==> config.mk <==
export PLATFORM = sky130hd
export DESIGN_NAME = adpcm_ram_arb
export DESIGN_NICKNAME = d
export VERILOG_FILES = /design/src/rtl/adpcm_ram_arb.sv
export SDC_FILE = /design/constraint.sdc
export NUM_CORES = 1
export LEC_CHECK = 0
export BUFFER_PORTS_ARGS = -buffer_cell sky130_fd_sc_hd__buf_2
export CAP_MARGIN = 0
export CORE_UTILIZATION = 52
export DETAILED_ROUTE_END_ITERATION = 10
export HOLD_SLACK_MARGIN = 0.03
export MAX_ROUTING_LAYER = met4
export PLACE_DENSITY = 0.83
export SYNTH_ARGS = -nofsm -noshare
export SYNTH_HDL_FRONTEND = slang
export SYNTH_SLANG_ARGS = --single-unit
==> constraint.sdc <==
create_clock -name clk -period 2.51 [get_ports clk]
set_input_delay 0.1255 -clock clk [delete_from_list [all_inputs] [get_ports clk]]
set_output_delay 0.1255 -clock clk [all_outputs]
set_load 0.05 [all_outputs]
==> src/rtl/adpcm_ram_arb.sv <==
// rtl/adpcm_ram_arb.sv - ADPCM sample RAM arbiter between the OPNA ADPCM-B port and a host port
// Optional watchdog abort of stalled memory transactions: ADPCM_ARB_TIMEOUT_EN
module adpcm_ram_arb #(
  parameter int AW      = 18,
  parameter int TIMEOUT = 255
) (
  input  logic          clk,
  input  logic          rst_n,
  input  logic [AW-1:0] opn_addr,
  input  logic          opn_rd,
  input  logic          opn_wr,
  input  logic [7:0]    opn_wdata,
  output logic [7:0]    opn_rdata,
  input  logic          host_req,
  input  logic          host_we,
  input  logic [AW-1:0] host_addr,
  input  logic [7:0]    host_wdata,
  output logic          host_ack,
  output logic [7:0]    host_rdata,
  output logic          mem_req,
  output logic          mem_we,
  output logic [AW-1:0] mem_addr,
  output logic [7:0]    mem_wdata,
  input  logic [7:0]    mem_rdata,
  input  logic          mem_ack,
  output logic          busy
);

  typedef enum logic {IDLE, BUSY} state_t;

  state_t          state, state_nx;
  logic            opn_rd_q, opn_wr_q;
  logic [AW-1:0]   opn_addr_q;
  logic            opn_pend, opn_req_we;
  logic [AW-1:0]   opn_req_addr;
  logic [7:0]      opn_req_wdata;
  logic            last_opn;
  logic            gnt_opn;
  logic            rd_evt, wr_evt, opn_evt, host_pend;
  logic            grant_opn, grant_host, done, timeout;
  logic [7:0]      rdata_in;

  assign rd_evt    = opn_rd & (~opn_rd_q | (opn_addr != opn_addr_q));
  assign wr_evt    = opn_wr & ~opn_wr_q;
  assign opn_evt   = rd_evt | wr_evt;
  // host_req is still high during the ack cycle; it must not re-grant
  assign host_pend = host_req & ~host_ack;
  assign busy      = (state != IDLE);
  assign rdata_in  = mem_ack ? mem_rdata : 8'hFF;

`ifdef ADPCM_ARB_TIMEOUT_EN
  localparam int CW = $clog2(TIMEOUT + 1);
  logic [CW-1:0] tmo_cnt;

  assign timeout = (state == BUSY) && !mem_ack && (tmo_cnt == CW'(TIMEOUT - 1));

  always_ff @(posedge clk) begin
    if (!rst_n || grant_opn || grant_host) tmo_cnt <= '0;
    else if (state == BUSY)                 tmo_cnt <= tmo_cnt + 1'b1;
  end
`else
  assign timeout = (TIMEOUT < 0);
`endif

  // An OPNA event racing a lone host request holds off the host when it is OPNA's turn
  always_comb begin
    state_nx   = state;
    grant_opn  = 1'b0;
    grant_host = 1'b0;
    done       = 1'b0;
    case (state)
      IDLE: begin
        if (opn_pend && (!host_pend || !last_opn))          grant_opn  = 1'b1;
        else if (host_pend && !(opn_evt && !last_opn))      grant_host = 1'b1;
        if (grant_opn || grant_host) state_nx = BUSY;
      end
      BUSY: begin
        if (mem_ack || timeout) begin
          done     = 1'b1;
          state_nx = IDLE;
        end
      end
      default: state_nx = IDLE;
    endcase
  end

  always_ff @(posedge clk) begin
    if (!rst_n) begin
      state         <= IDLE;
      opn_rd_q      <= 1'b0;
      opn_wr_q      <= 1'b0;
      opn_addr_q    <= '0;
      opn_pend      <= 1'b0;
      opn_req_we    <= 1'b0;
      opn_req_addr  <= '0;
      opn_req_wdata <= 8'h00;
      last_opn      <= 1'b0;
      gnt_opn       <= 1'b0;
      mem_req       <= 1'b0;
      mem_we        <= 1'b0;
      mem_addr      <= '0;
      mem_wdata     <= 8'h00;
      opn_rdata     <= 8'h00;
      host_rdata    <= 8'h00;
      host_ack      <= 1'b0;
    end else begin
      state      <= state_nx;
      opn_rd_q   <= opn_rd;
      opn_wr_q   <= opn_wr;
      opn_addr_q <= opn_addr;
      host_ack   <= 1'b0;
      if (grant_opn) begin
        mem_req   <= 1'b1;
        mem_we    <= opn_req_we;
        mem_addr  <= opn_req_addr;
        mem_wdata <= opn_req_wdata;
        last_opn  <= 1'b1;
        gnt_opn   <= 1'b1;
        opn_pend  <= 1'b0;
      end
      if (grant_host) begin
        mem_req   <= 1'b1;
        mem_we    <= host_we;
        mem_addr  <= host_addr;
        mem_wdata <= host_wdata;
        last_opn  <= 1'b0;
        gnt_opn   <= 1'b0;
      end
      if (done) begin
        mem_req <= 1'b0;
        if (gnt_opn) begin
          if (!mem_we) opn_rdata <= rdata_in;
        end else begin
          host_ack <= 1'b1;
          if (!mem_we) host_rdata <= rdata_in;
        end
      end
      // Placed after the grant so a same-edge event re-arms pend (latest wins)
      if (opn_evt) begin
        opn_pend      <= 1'b1;
        opn_req_we    <= wr_evt;
        opn_req_addr  <= opn_addr;
        opn_req_wdata <= opn_wdata;
      end
    end
  end

endmodule

== Word level (Yosys, flattened, before mapping) ==
Cells that the tools add are included.

* Register bits: 95
* Word-level logic and storage cells: 68

* Equality and inequality tests: 1
* Multiplexer cells: 24
* Bitwise gates (word level): 12
* Reduce and logical (&&, ||, !) cells: 15

{| class="wikitable"
|+ Operator list
! kind !! number
|-
| $mux 18 || 2
|-
| $mux 8 || 3
|-
| $mux 1 || 18
|-
| $ne 18x18->1 || 1
|-
| $not 1->1 || 7
|-
| $reduce_and 3->1 || 2
|-
| $reduce_bool 2->1 || 2
|-
| $reduce_or 2->1 || 2
|-
| $and 1x1->1 || 3
|-
| $logic_and 1x1->1 || 3
|-
| $logic_not 1->1 || 3
|-
| $logic_or 1x1->1 || 2
|-
| $or 1x1->1 || 2
|-
| $pmux 1 s2 || 1
|-
| $reduce_and 2->1 || 1
|}

== Logic depth before layout (Yosys ltp) ==
Gate-level depths: netlist of the first run.

* Depth after elaboration: 13
* Mapped depth: 8
* Gate-level depth less buffers: 6

== Least setup slack after synthesis of the first run ==
OpenSTA, ideal clock, no wires.

* Path kind: register to register
* Start: reg state (netlist: busy)
* End: reg opn_rdata[3]
* Setup time: 0.086 ns
* Arrival: 1.930 ns
* Required time: 2.424 ns
* Slack: 0.494 ns
* Stages on the path, launching flop included: 6
* Path buffers: 1
* Period minus slack after synthesis: 2.016 ns
* Cells stage by stage: dfxtp_1 > nand2_1 > nor3_1 > clkbuf_1 > nor2_1 > a211oi_1

* Longest elaborated chain between the ends: 2

{| class="wikitable"
|+ RTL lines
! item !! RTL line !! text
|-
| start, declared || 31 || <nowiki>state_t state, state_nx;</nowiki>
|-
| start signal, assigned || 107 || <nowiki>state <= state_nx;</nowiki>
|-
| $mux 1 || 71 || <nowiki>case (state)</nowiki>
|-
| $reduce_and 3->1 (no source line) || -- ||
|-
| end signal, assigned || 132 || <nowiki>if (!mem_we) opn_rdata <= rdata_in;</nowiki>
|-
| end, declared || 13 || <nowiki>output logic [7:0] opn_rdata,</nowiki>
|}

Every way passes these cells.
A chain may end at the register's enable or synchronous reset.

== Worst setup path after layout of the first run ==
* Start: in opn_addr[13]
* End: reg mem_addr[14]

* Longest elaborated chain between the ends: 12
* Elaborated cells between the ends (all ways): 13

{| class="wikitable"
|+ RTL lines
! item !! RTL line !! text
|-
| start, declared || 9 || <nowiki>input logic [AW-1:0] opn_addr,</nowiki>
|-
| $ne 18x18->1 (*) || 43 || <nowiki>assign rd_evt = opn_rd & (~opn_rd_q | (opn_addr != opn_addr_q));</nowiki>
|-
| $or 1x1->1 (*) || 43 ||
|-
| $and 1x1->1 (*) || 43 ||
|-
| $or 1x1->1 (*) || 45 || <nowiki>assign opn_evt = rd_evt | wr_evt;</nowiki>
|-
| $logic_and 1x1->1 (*) || 74 || <nowiki>else if (host_pend && !(opn_evt && !last_opn)) grant_host = 1'b1;</nowiki>
|-
| $logic_not 1->1 (*) || 74 ||
|-
| $logic_and 1x1->1 (*) || 74 ||
|-
| $mux 1 (*) || 74 ||
|-
| $mux 1 (*) || 73 || <nowiki>if (opn_pend && (!host_pend || !last_opn)) grant_opn = 1'b1;</nowiki>
|-
| $mux 1 (*) (2 in series) || 71 ||
|-
| $mux 18 / $reduce_bool 2->1 (equally long branches) || -- ||
|-
| end signal, assigned || 115 || <nowiki>mem_addr <= opn_req_addr;</nowiki>
|-
| end signal, assigned || 124 || <nowiki>mem_addr <= host_addr;</nowiki>
|-
| end, declared || 22 || <nowiki>output logic [AW-1:0] mem_addr,</nowiki>
|}

Mark *: on every way between the ends. The rest lies on a longest branch, timed or not. The select of a mux whose other input is x is not followed.

==> run summary, run 1 <==
outcome -> finished clean
RSZ-0062 raised after global routing -> false
# IOs -> 113
vias in the first global route -> 3403
Setup crit start kind -> primary input
mapped cell area -> 0.00396 mm²
CTS tree -> yes
CTS H-tree lvls -> 3
Root Driver -> clkbuf_8
maximum clock path buffer count -> 2
Worst Hold Slack -> 0.0352 ns
Post-synth ARST share -> 0
GR Util All Layers -> 0.266
crit end category -> flop
post-synth top area cell -> dfxtp_1
row count -> 31
fmax -> 0.427 GHz
clock latency on the worst-skew pair -> 0.37 ns
count of input and output buffers -> 112
setup TNS -> 0 ns
Post-CTS Setup Bufs -> 0
Tmin final -> 2.34 ns
flop and latch count out of synthesis -> 95
Mapped Cells -> 411
hpwl dp -> 6530 µm
Ys Warns -> 0
Final Slew Violations -> 0
VDD IR max -> 0.384 mV
Setup CP Type -> primary input to flop
die height -> 89.3 µm
Clock Power Share -> 0.314
Slew headroom -> 0.552
max_cap viols -> 0
internal power -> 0.00264 W
Sw Pwr -> 0.00121 W
largest net degree at the start of global routing -> 39
Final Hold Viols -> 0
sequential-to-total area share from yosys stat -> 0.480
Arr. time, crit path -> 2.62 ns
Synth Net Count -> 478
final WL -> 9920 µm
Power Dens Cells -> 746 mW/mm²
nets -> 612
Antenna Cells -> 0
clock slew at reported path FFs -> 0.09 ns
WP data required -> 2.79 ns
die width -> 89.3 µm
clock skew -> 0.0114 ns
CTS buffer count -> 9
DRT iter0 DRCs -> 165
clock sink count -> 95
mean number of vias per cell -> 5.53
ys flop type -> dfxtp_1
initial core utilization -> 0.543
Leak -> 2.24 nW
Post-synth EDFFs -> 0
Flop pwr share -> 0.442
Routed wire per std cell -> 15.3 µm
sw frac -> 0.315
Core Area -> 0.00729 mm²
Yosys top cell area share -> 0.480
global-route wire length before repair -> 15400 µm
Area Overhead vs Synth -> 30.5%
post-route clock period utilization -> 0.933
Final setup viols -> 0
Synth area leaders -> dfxtp_1 (48%), a311oi_2 (7.6%), mux2i_1 (6.6%)
total gr overflow -> 0
drt pass-1 iters -> 4
worst slew pin tran -> 0.670 ns
crit-path max FO -> 26
type of the worst min-delay path -> primary input to flop
Placer Congestion -> 0.743
DR vias -> 3588
die area -> 0.00797 mm²
initial antenna violation count -> 0
Routed Antenna Nets -> 0
Cell variety after synth -> 33
number of remaining DRC errors -> 0
layout cell share with drive strength beyond 1 -> 0.311
Mean Syn Cell Area -> 9.63 µm²
combinational power share -> 0.244
## flip-flops by register name (all words and copies together) (netlist names), 8 cells and up
| signal | flops |
|---|---|
| host_rdata | 8 |
| mem_addr | 18 |
| mem_wdata | 8 |
| opn_addr_q | 18 |
| opn_rdata | 8 |
| opn_req_addr | 18 |
| opn_req_wdata | 8 |
## final cells by class
class,count,area [µm²]
Fill cell,558,2130
Multi-Input combinational cell,281,1910
Sequential cell,95,1900
Timing Repair Buffer,156,976
Clock buffer,11,141
Tap cell,99,124
Clock inverter,5,104
Inverter,2,7.51
## metrics by stage
stage,cell area (µm²),setup slack (ns),total power (W),std cells,utilization
final,5160,0.168,0.00385,649,0.708
after global routing,5160,0.0000597,0.00403,649,0.708
after CTS,5160,0.154,0.00386,649,0.708
after detailed placement,4630,0.290,0.00264,604,0.635
after global placement,4630,0.311,0.00261,604,0.635
after floorplan,3960,0.494,0.00239,411,-
## critical path, stage by stage
cell and delay, ns:
dlygate4sd3_1 0.52, buf_2 0.14, xor2_1 0.18, nor4_2 0.40, and3_1 0.29, a2111o_1 0.22
buf_4 0.32, a21oi_1 0.14, a311oi_2 0.26
## per-layer routing
layer  routed length (µm)  track usage  part of all wire  vias to the layer above
li1                     -            -                 -                     1740
met1                 4260        0.307              0.43                     1711
met2                 4920        0.450              0.50                      121
met3                  591       0.0443             0.060                       16
met4                  161        0.126             0.016                        0
met5                    0            -                 0                        -
## power groups by stage
stage          combinational [W]  sequential [W]  clock (W)
6_report                0.000941         0.00170    0.00121
5_1_grt                  0.00101         0.00172    0.00130
4_1_cts                 0.000937         0.00170    0.00122
3_5_place_dp            0.000902         0.00173          0
3_3_place_gp            0.000881         0.00173          0
2_1_floorplan           0.000410         0.00198          0
## placed cells by master, fill, tap and decap left out, types with 2 or more instances in the layout
cell / netlist / final
buf_2: 8 / 112
dfxtp_1: 95 / 95
nor2_1: 49 / 48
a21oi_1: 32 / 31
nand3_1: 29 / 29
dlygate4sd3_1: 0 / 29
o21ai_0: 27 / 27
mux2i_1: 26 / 26
and2_1: 21 / 21
a311oi_2: 20 / 20
a211oi_1: 16 / 16
xor2_1: 15 / 15
buf_4: 0 / 14
nor2b_1: 11 / 10
clkbuf_8: 0 / 10
a311oi_1: 7 / 7
nor3_1: 4 / 4
nand2_1: 4 / 4
nand2b_1: 3 / 3
xnor2_1: 3 / 3
bufinv_16: 0 / 3
nor4_1: 2 / 2
and3_1: 2 / 2
inv_2: 2 / 2
## logic make-up (layout without fill, tap and decap cells)
| logic type | after synthesis | after routing | share of synthesized area |
|---|---|---|---|
| buffers and inverters | 35 | 174 | 0.0414 |
| XOR/XNOR | 18 | 18 | 0.0398 |
| AND/OR/NAND/NOR | 127 | 127 | 0.160 |
| AO/OA/AOI/OAI | 110 | 110 | 0.213 |
| multiplexers | 26 | 26 | 0.0657 |
| flip-flops | 95 | 95 | 0.480 |
## cells in the mapped netlist (2+ instances only)
| cell type | count |
|---|---|
| and2_1 | 21 |
| o21ai_0 | 27 |
| a311oi_2 | 20 |
| mux2i_1 | 26 |
| buf_2 | 8 |
| nor2_1 | 49 |
| nand2_1 | 4 |
| clkbuf_1 | 20 |
| nor3_1 | 4 |
| nor2b_1 | 11 |
| a311oi_1 | 7 |
| and3_1 | 2 |
| nand3_1 | 29 |
| a21oi_1 | 32 |
| xor2_1 | 15 |
| dfxtp_1 | 95 |
| buf_6 | 3 |
| xnor2_1 | 3 |
| nor4_1 | 2 |
| inv_2 | 2 |
| nand2b_1 | 3 |
| buf_1 | 2 |
| a211oi_1 | 16 |
## worst paths after layout
kind                                      to  slack (ns)            from  cells after the start
worst max register to register  mem_addr[14]        0.31  opn_addr_q[13]                      7
worst min-delay path            mem_wdata[4]        0.04   host_wdata[4]                      3
worst min register to register       mem_req        0.47         mem_req                      2
worst max-delay path            mem_addr[14]        0.17    opn_addr[13]                      9
## repair_timing
action                                  CTS  global route
gates resized for setup                   0             1
hold buffers                             29             0
hold endpoints to repair                 29             0
endpoints found under the setup margin    0            21
No activity file was read; power rests on OpenSTA's default activity.
==> run 2, diff against run 1 <==
Settings changed: CORE_ASPECT_RATIO set to 1.2.
==> run 2 against run 1 <==
Routed wire length is 1.3% higher. Clock skew down 0.0035 ns. Non-clock buffer count shrank 5. Critical path depth down 1. Sequential cell count did not move. Setup slack improved by 0.026 ns. Largest power group unchanged.
==> run summary, run 2 (synthesis results as in run 1) <==
Tmin final -> 2.32 ns (-0.0256 ns)
initial core utilization -> 0.541 (-0.00186)
mean number of vias per cell -> 5.69 (+3.0%)
Slew headroom -> 0.402 (-0.150)
Final Util -> 0.698 (-0.0103)
area of the multi-input gates -> 0.00191 mm² (unchanged)
CTS tree -> yes
clock skew -> 0.00784 ns (-0.00353 ns)
# IOs -> 113 (unchanged)
fmax -> 0.432 GHz (+1.1%)
clock slew at reported path FFs -> 0.09 ns (about the same)
hold wc startpoint -> host_wdata[6]
Placer Congestion -> 0.873 (+17%)
largest net degree at the start of global routing -> 69 (+77%)
maximum clock path buffer count -> 2 (unchanged)
crit-path max FO -> 27 (+3.8%)
Antenna Cells -> 0 (unchanged)
Arr. time, crit path -> 2.54 ns (-0.08 ns)
type of the worst min-delay path -> primary input to flop
most frequent cells in the layout -> buf_2 (112), dfxtp_1 (95), nor2_1 (48), a21oi_1 (31), nand3_1 (29)
CP bufs+invs -> 2 (-1)
layout cell share with drive strength beyond 1 -> 0.312 (+0.00102)
row count -> 34 (+9.7%)
CTS H-tree lvls -> 3 (unchanged)
fillcell total -> 568 (+1.8%)
Routed Antenna Nets -> 0 (unchanged)
Final setup viols -> 0 (unchanged)
initial antenna violation count -> 0 (unchanged)
drt pass-1 iters -> 4 (unchanged)
outcome -> finished clean
Worst Hold Slack -> 0.0333 ns (-0.00182 ns)
largest registers -> mem_addr: 18 flops, opn_addr_q: 18 flops, opn_req_addr: 18 flops
register area -> 0.00190 mm² (unchanged)
die area -> 0.00797 mm² (about the same)
RSZ-0062 raised after global routing -> false
DR vias -> 3616 (+0.78%)
post-route total power -> 0.00377 W (-2.1%)
clock sink count -> 95 (unchanged)
VDD IR max -> 0.386 mV (+0.43%)
CTS buffer count -> 9 (unchanged)
critical path's top delay family -> compound AO/OA/AOI/OAI gates
GR Util All Layers -> 0.269 (+0.00322)
Power Dens Cells -> 738 mW/mm² (-0.97%)
Root Driver -> clkbuf_8
Setup crit start kind -> primary input
CP Cell Sequence -> dlygate4sd3_1 > buf_2 > xor2_1 > nor4_1 > nand3_1 > o21a_2 > o21ai_0 > a311oi_2
max_cap viols -> 0 (unchanged)
crit end category -> flop
FF-to-FF Start -> opn_addr_q[16]
setup TNS -> 0 ns (unchanged)
clock latency on the worst-skew pair -> 0.36 ns (about the same)
Core Area -> 0.00732 mm² (+0.34%)
Routed wire per std cell -> 15.8 µm (+3.6%)
Max stage delay on crit path -> 0.54 ns (+0.02 ns)
nets -> 607 (-0.82%)
hpwl dp -> 6790 µm (+4.1%)
most common cell after layout, fill and taps aside -> buf_2
Leak -> 2.22 nW (-0.98%)
global-route wire length before repair -> 15900 µm (+3.3%)
number of remaining DRC errors -> 0 (unchanged)
Area Overhead vs Synth -> 29.0%
total gr overflow -> 0 (unchanged)
Final Slew Violations -> 0 (unchanged)
die height -> 97.6 µm (+9.3%)
final WL -> 10100 µm (+1.3%)
Final Hold Viols -> 0 (unchanged)
slowest cell on the critical path -> dlygate4sd3_1
count of input and output buffers -> 112 (unchanged)
CP Launch Point -> opn_addr[16]
vias in the first global route -> 3459 (+1.6%)
die width -> 81.7 µm (-8.5%)
post-route clock period utilization -> 0.923 (-0.0102)
Setup CP Type -> primary input to flop
WP data required -> 2.74 ns (-0.05 ns)
worst slew pin tran -> 0.897 ns (+0.226 ns)
DRT iter0 DRCs -> 221 (+34%)
-- run 2: final timing paths --
path	to	slack, ns	cells past startpoint
min	mem_wdata[6]	0.03	3
min reg2reg	mem_req	0.48	2
max	mem_addr[4]	0.19	8
max reg2reg	mem_addr[4]	0.35	6
-- run 2: final cells by class --
type,instances,area share
clock buffer,13,0.0311
clock inverter,3,0.0127
inverter,2,0.00147
multi-input combinational,281,0.374
sequential,95,0.372
tap,90,0.0220
timing repair buffer,151,0.186
-- run 2: through the flow --
stage	setup WS, ns	instance area [µm²]	cells
finish	0.194	5110	635
global route	0.148	5110	635
CTS	0.0743	5090	633
detailed placement	0.214	4630	594
global placement	0.321	4630	594
floorplan	0.494	3960	411
-- run 2: tightest hold or removal path, cell delays in order --
cell and delay (ns):
buf_2 0.10, nand3_1 0.05, a311oi_1 0.07
-- run 2: what timing repair did --
item,CTS,global route
gates resized for setup,0,1
hold buffers,23,1
hold endpoints to repair,23,1
endpoints found under the setup margin,0,6
buffers inserted,0,1
-- run 2: routing by layer --
metal  GRT usage  vias to the layer above  share of wire  routed length (µm)
met4       0.142                        0          0.034                 343
met2       0.455                      142           0.52                5250
met5           -                        -              0                   0
met1       0.291                     1714           0.39                3930
met3      0.0488                       31          0.053                 532
li1            -                     1729              -                   -
-- run 2: power breakdown --
| part | switching, W | internal, W | total [W] |
|---|---|---|---|
| clock | 0.000503 | 0.000615 | 0.00112 |
| combinational | 0.000631 | 0.000319 | 0.000950 |
| sequential | 0.0000726 | 0.00163 | 0.00170 |
==> run 3, diff against run 2 <==
Settings changed: CORE_UTILIZATION 52 to 47, PLACE_DENSITY 0.83 to 0.79.
Clock period 2.51 ns to 2.05 ns, I/O delays scaled along.
==> run 3 against run 2 <==
Die area grew 10%. Power grew 27%. Combinational power grew 45%. Critical path depth is the same. Core utilization shrank 0.25 points. Final cell count grew 8.7%. Final area grew 11%. Clock skew shrank 0.0014 ns. Register-to-register slack lost 0.29 ns. Sequential power grew 23%.
==> run summary, run 3 (synthesis results as in run 1) <==
maximum clock path buffer count -> 2 (unchanged)
post-route clock period utilization -> 0.973
global-route wire length before repair -> 15900 µm (-0.13%)
nets -> 639 (+5.3%)
fillcell total -> 627 (+10%)
Register-to-Register Path Depth -> 8 (+2)
critical path's top delay family -> simple AND/OR/NAND/NOR gates
VDD IR max -> 0.498 mV (+29%)
Root Driver -> clkbuf_8
Placed Instances -> 628 (+5.7%)
drt pass-1 iters -> 4 (unchanged)
fmax -> 0.501 GHz
post-route total power -> 0.00479 W (+27%)
max_cap viols -> 0 (unchanged)
CP Cell Sequence -> xor2_1 > nor4_2 > and3_4 > a2111o_1 > buf_4 > buf_8 > a21oi_1 > a311oi_2
die height -> 103 µm (+5.1%)
Setup crit start kind -> flop
most frequent cells in the layout -> buf_2 (112), dfxtp_1 (93), nor2_1 (48), dlygate4sd3_1 (35), nand3_1 (28)
DR vias -> 3667 (+1.4%)
total gr overflow -> 0 (unchanged)
clock latency on the worst-skew pair -> 0.36 ns (about the same)
CTS tree -> yes
initial antenna violation count -> 0 (unchanged)
r2r endpoint -> mem_addr[5]
largest net degree at the start of global routing -> 27 (-61%)
die width -> 85.8 µm (+5.1%)
Tmin final -> 1.99 ns
largest registers -> mem_addr: 18 flops, opn_addr_q: 18 flops, opn_req_addr: 18 flops
Final Util -> 0.696 (-0.00250)
hold worst-path end -> mem_wdata[0]
die area -> 0.00880 mm² (+10%)
row count -> 36 (+5.9%)
FF-to-FF Start -> opn_addr_q[16]
hold wc startpoint -> host_wdata[0]
Final Hold Viols -> 0 (unchanged)
number of remaining DRC errors -> 0 (unchanged)
Slew headroom -> 0.624 (+0.222)
CTS buffer count -> 9 (unchanged)
GR Util All Layers -> 0.239 (-0.0294)
CP Launch Point -> opn_addr_q[16]
area of the multi-input gates -> 0.00205 mm² (+7.4%)
hpwl dp -> 6980 µm (+2.7%)
clock sink count -> 95 (unchanged)
final WL -> 11000 µm (+9.7%)
initial core utilization -> 0.486 (-0.0555)
clock skew -> 0.00646 ns (-0.00138 ns)
Routed Antenna Nets -> 0 (unchanged)
Leak -> 2.43 nW (+9.5%)
Worst Hold Depth -> 3 (unchanged)
CP bufs+invs -> 2 (unchanged)
Final setup viols -> 0 (unchanged)
vias in the first global route -> 3379 (-2.3%)
Max stage delay on crit path -> 0.39 ns (-0.15 ns)
CTS H-tree lvls -> 3 (unchanged)
outcome -> finished clean
slowest cell on the critical path -> nor4_2
Placer Congestion -> 0.838 (-4.0%)
worst slew pin tran -> 0.563 ns (-0.334 ns)
Final Slew Violations -> 0 (unchanged)
Antenna Cells -> 0 (unchanged)
Routed wire per std cell -> 16.0 µm (+0.96%)
Power Dens Cells -> 845 mW/mm² (+14%)
Arr. time, crit path -> 2.26 ns (-0.28 ns)
register area -> 0.00190 mm² (+0.13%)
DRT iter0 DRCs -> 142 (-36%)
R2R setup slack -> 0.06 ns (-0.29 ns)
count of input and output buffers -> 112 (unchanged)
# IOs -> 113 (unchanged)
WP data required -> 2.32 ns (-0.42 ns)
Core Area -> 0.00815 mm² (+11%)
Setup CP Type -> flop to flop
Area Overhead vs Synth -> 43.2%
crit end category -> flop
Non-Filler Instances -> 690 (+8.7%)
most common cell after layout, fill and taps aside -> buf_2
type of the worst min-delay path -> primary input to flop
RSZ-0062 raised after global routing -> true
clock slew at reported path FFs -> 0.09 ns (about the same)
crit-path max FO -> 11 (-59%)
mean number of vias per cell -> 5.31 (-6.7%)
layout cell share with drive strength beyond 1 -> 0.372 (+0.0596)
==> run 3: cell types whose count changed in the layout (fill, tap and decap cells not counted), sizes merged <==
cell,delta
clkinv,+1
clkbuf,+1
dlygate4sd3,+11
inv,+1
dlymetal6s4s,+1
buf,+16
==> run 3: timing repair <==
item,4_1_cts,5_1_grt
endpoints found under the setup margin,26,27
pin swaps,0,12
hold endpoints to repair,44,0
hold buffers,36,0
gates resized for setup,2,51
setup buffers,0,7
gates cloned,0,6
==> run 3: metal layers <==
| metal | vias to the layer above | share of wire | GRT usage |
|---|---|---|---|
| met4 | 0 | 0.013 | 0.0962 |
| li1 | 1794 | - | - |
| met1 | 1738 | 0.43 | 0.281 |
| met5 | - | 0 | - |
| met2 | 124 | 0.52 | 0.415 |
| met3 | 11 | 0.041 | 0.0352 |
==> run 3: metrics by stage <==
stage | setup WS (ns) | hold slack, ns | instance area, µm² | setup TNS, ns
2_1_floorplan | 0.0344 | 0.224 | 3960 | 0
3_3_place_gp | -0.0442 | 0.344 | 4750 | -0.681
3_5_place_dp | -0.0998 | 0.350 | 4750 | -1.58
4_1_cts | 0.0100 | 0.0314 | 5330 | 0
5_1_grt | -0.0577 | 0.0334 | 5670 | -0.264
6_report | 0.0559 | 0.0400 | 5670 | 0
==> run 3: area by class of cell <==
class	count	share of cell area
clock buffers	10	0.0225
clock inverters	5	0.0146
inverters	2	0.00132
multi-input cells	281	0.362
flip-flops and latches	95	0.336
well taps	114	0.0252
repair buffers	183	0.239
==> run 3: how the worst max path moves through the flow <==
stage	end	slack, ns	cells after the start
finish	mem_addr[5]	0.06	8
global route	mem_addr[5]	-0.06	8
CTS	mem_addr[14]	0.01	7
detailed placement	mem_addr[5]	-0.1	7
global placement	mem_addr[4]	-0.04	7
floorplan	opn_rdata[3]	0.03	5
==> run 3: power breakdown <==
part           switching [W]  internal (W)  leakage, nW
sequential         0.0000936       0.00200        0.785
combinational       0.000843      0.000534         1.53
clock               0.000638      0.000686        0.107
total                0.00157       0.00322         2.43
==> run 3: worst min-delay path, cell delays in order <==
cell and delay (ns):
buf_2 0.09, nand3_1 0.07, a311oi_2 0.09
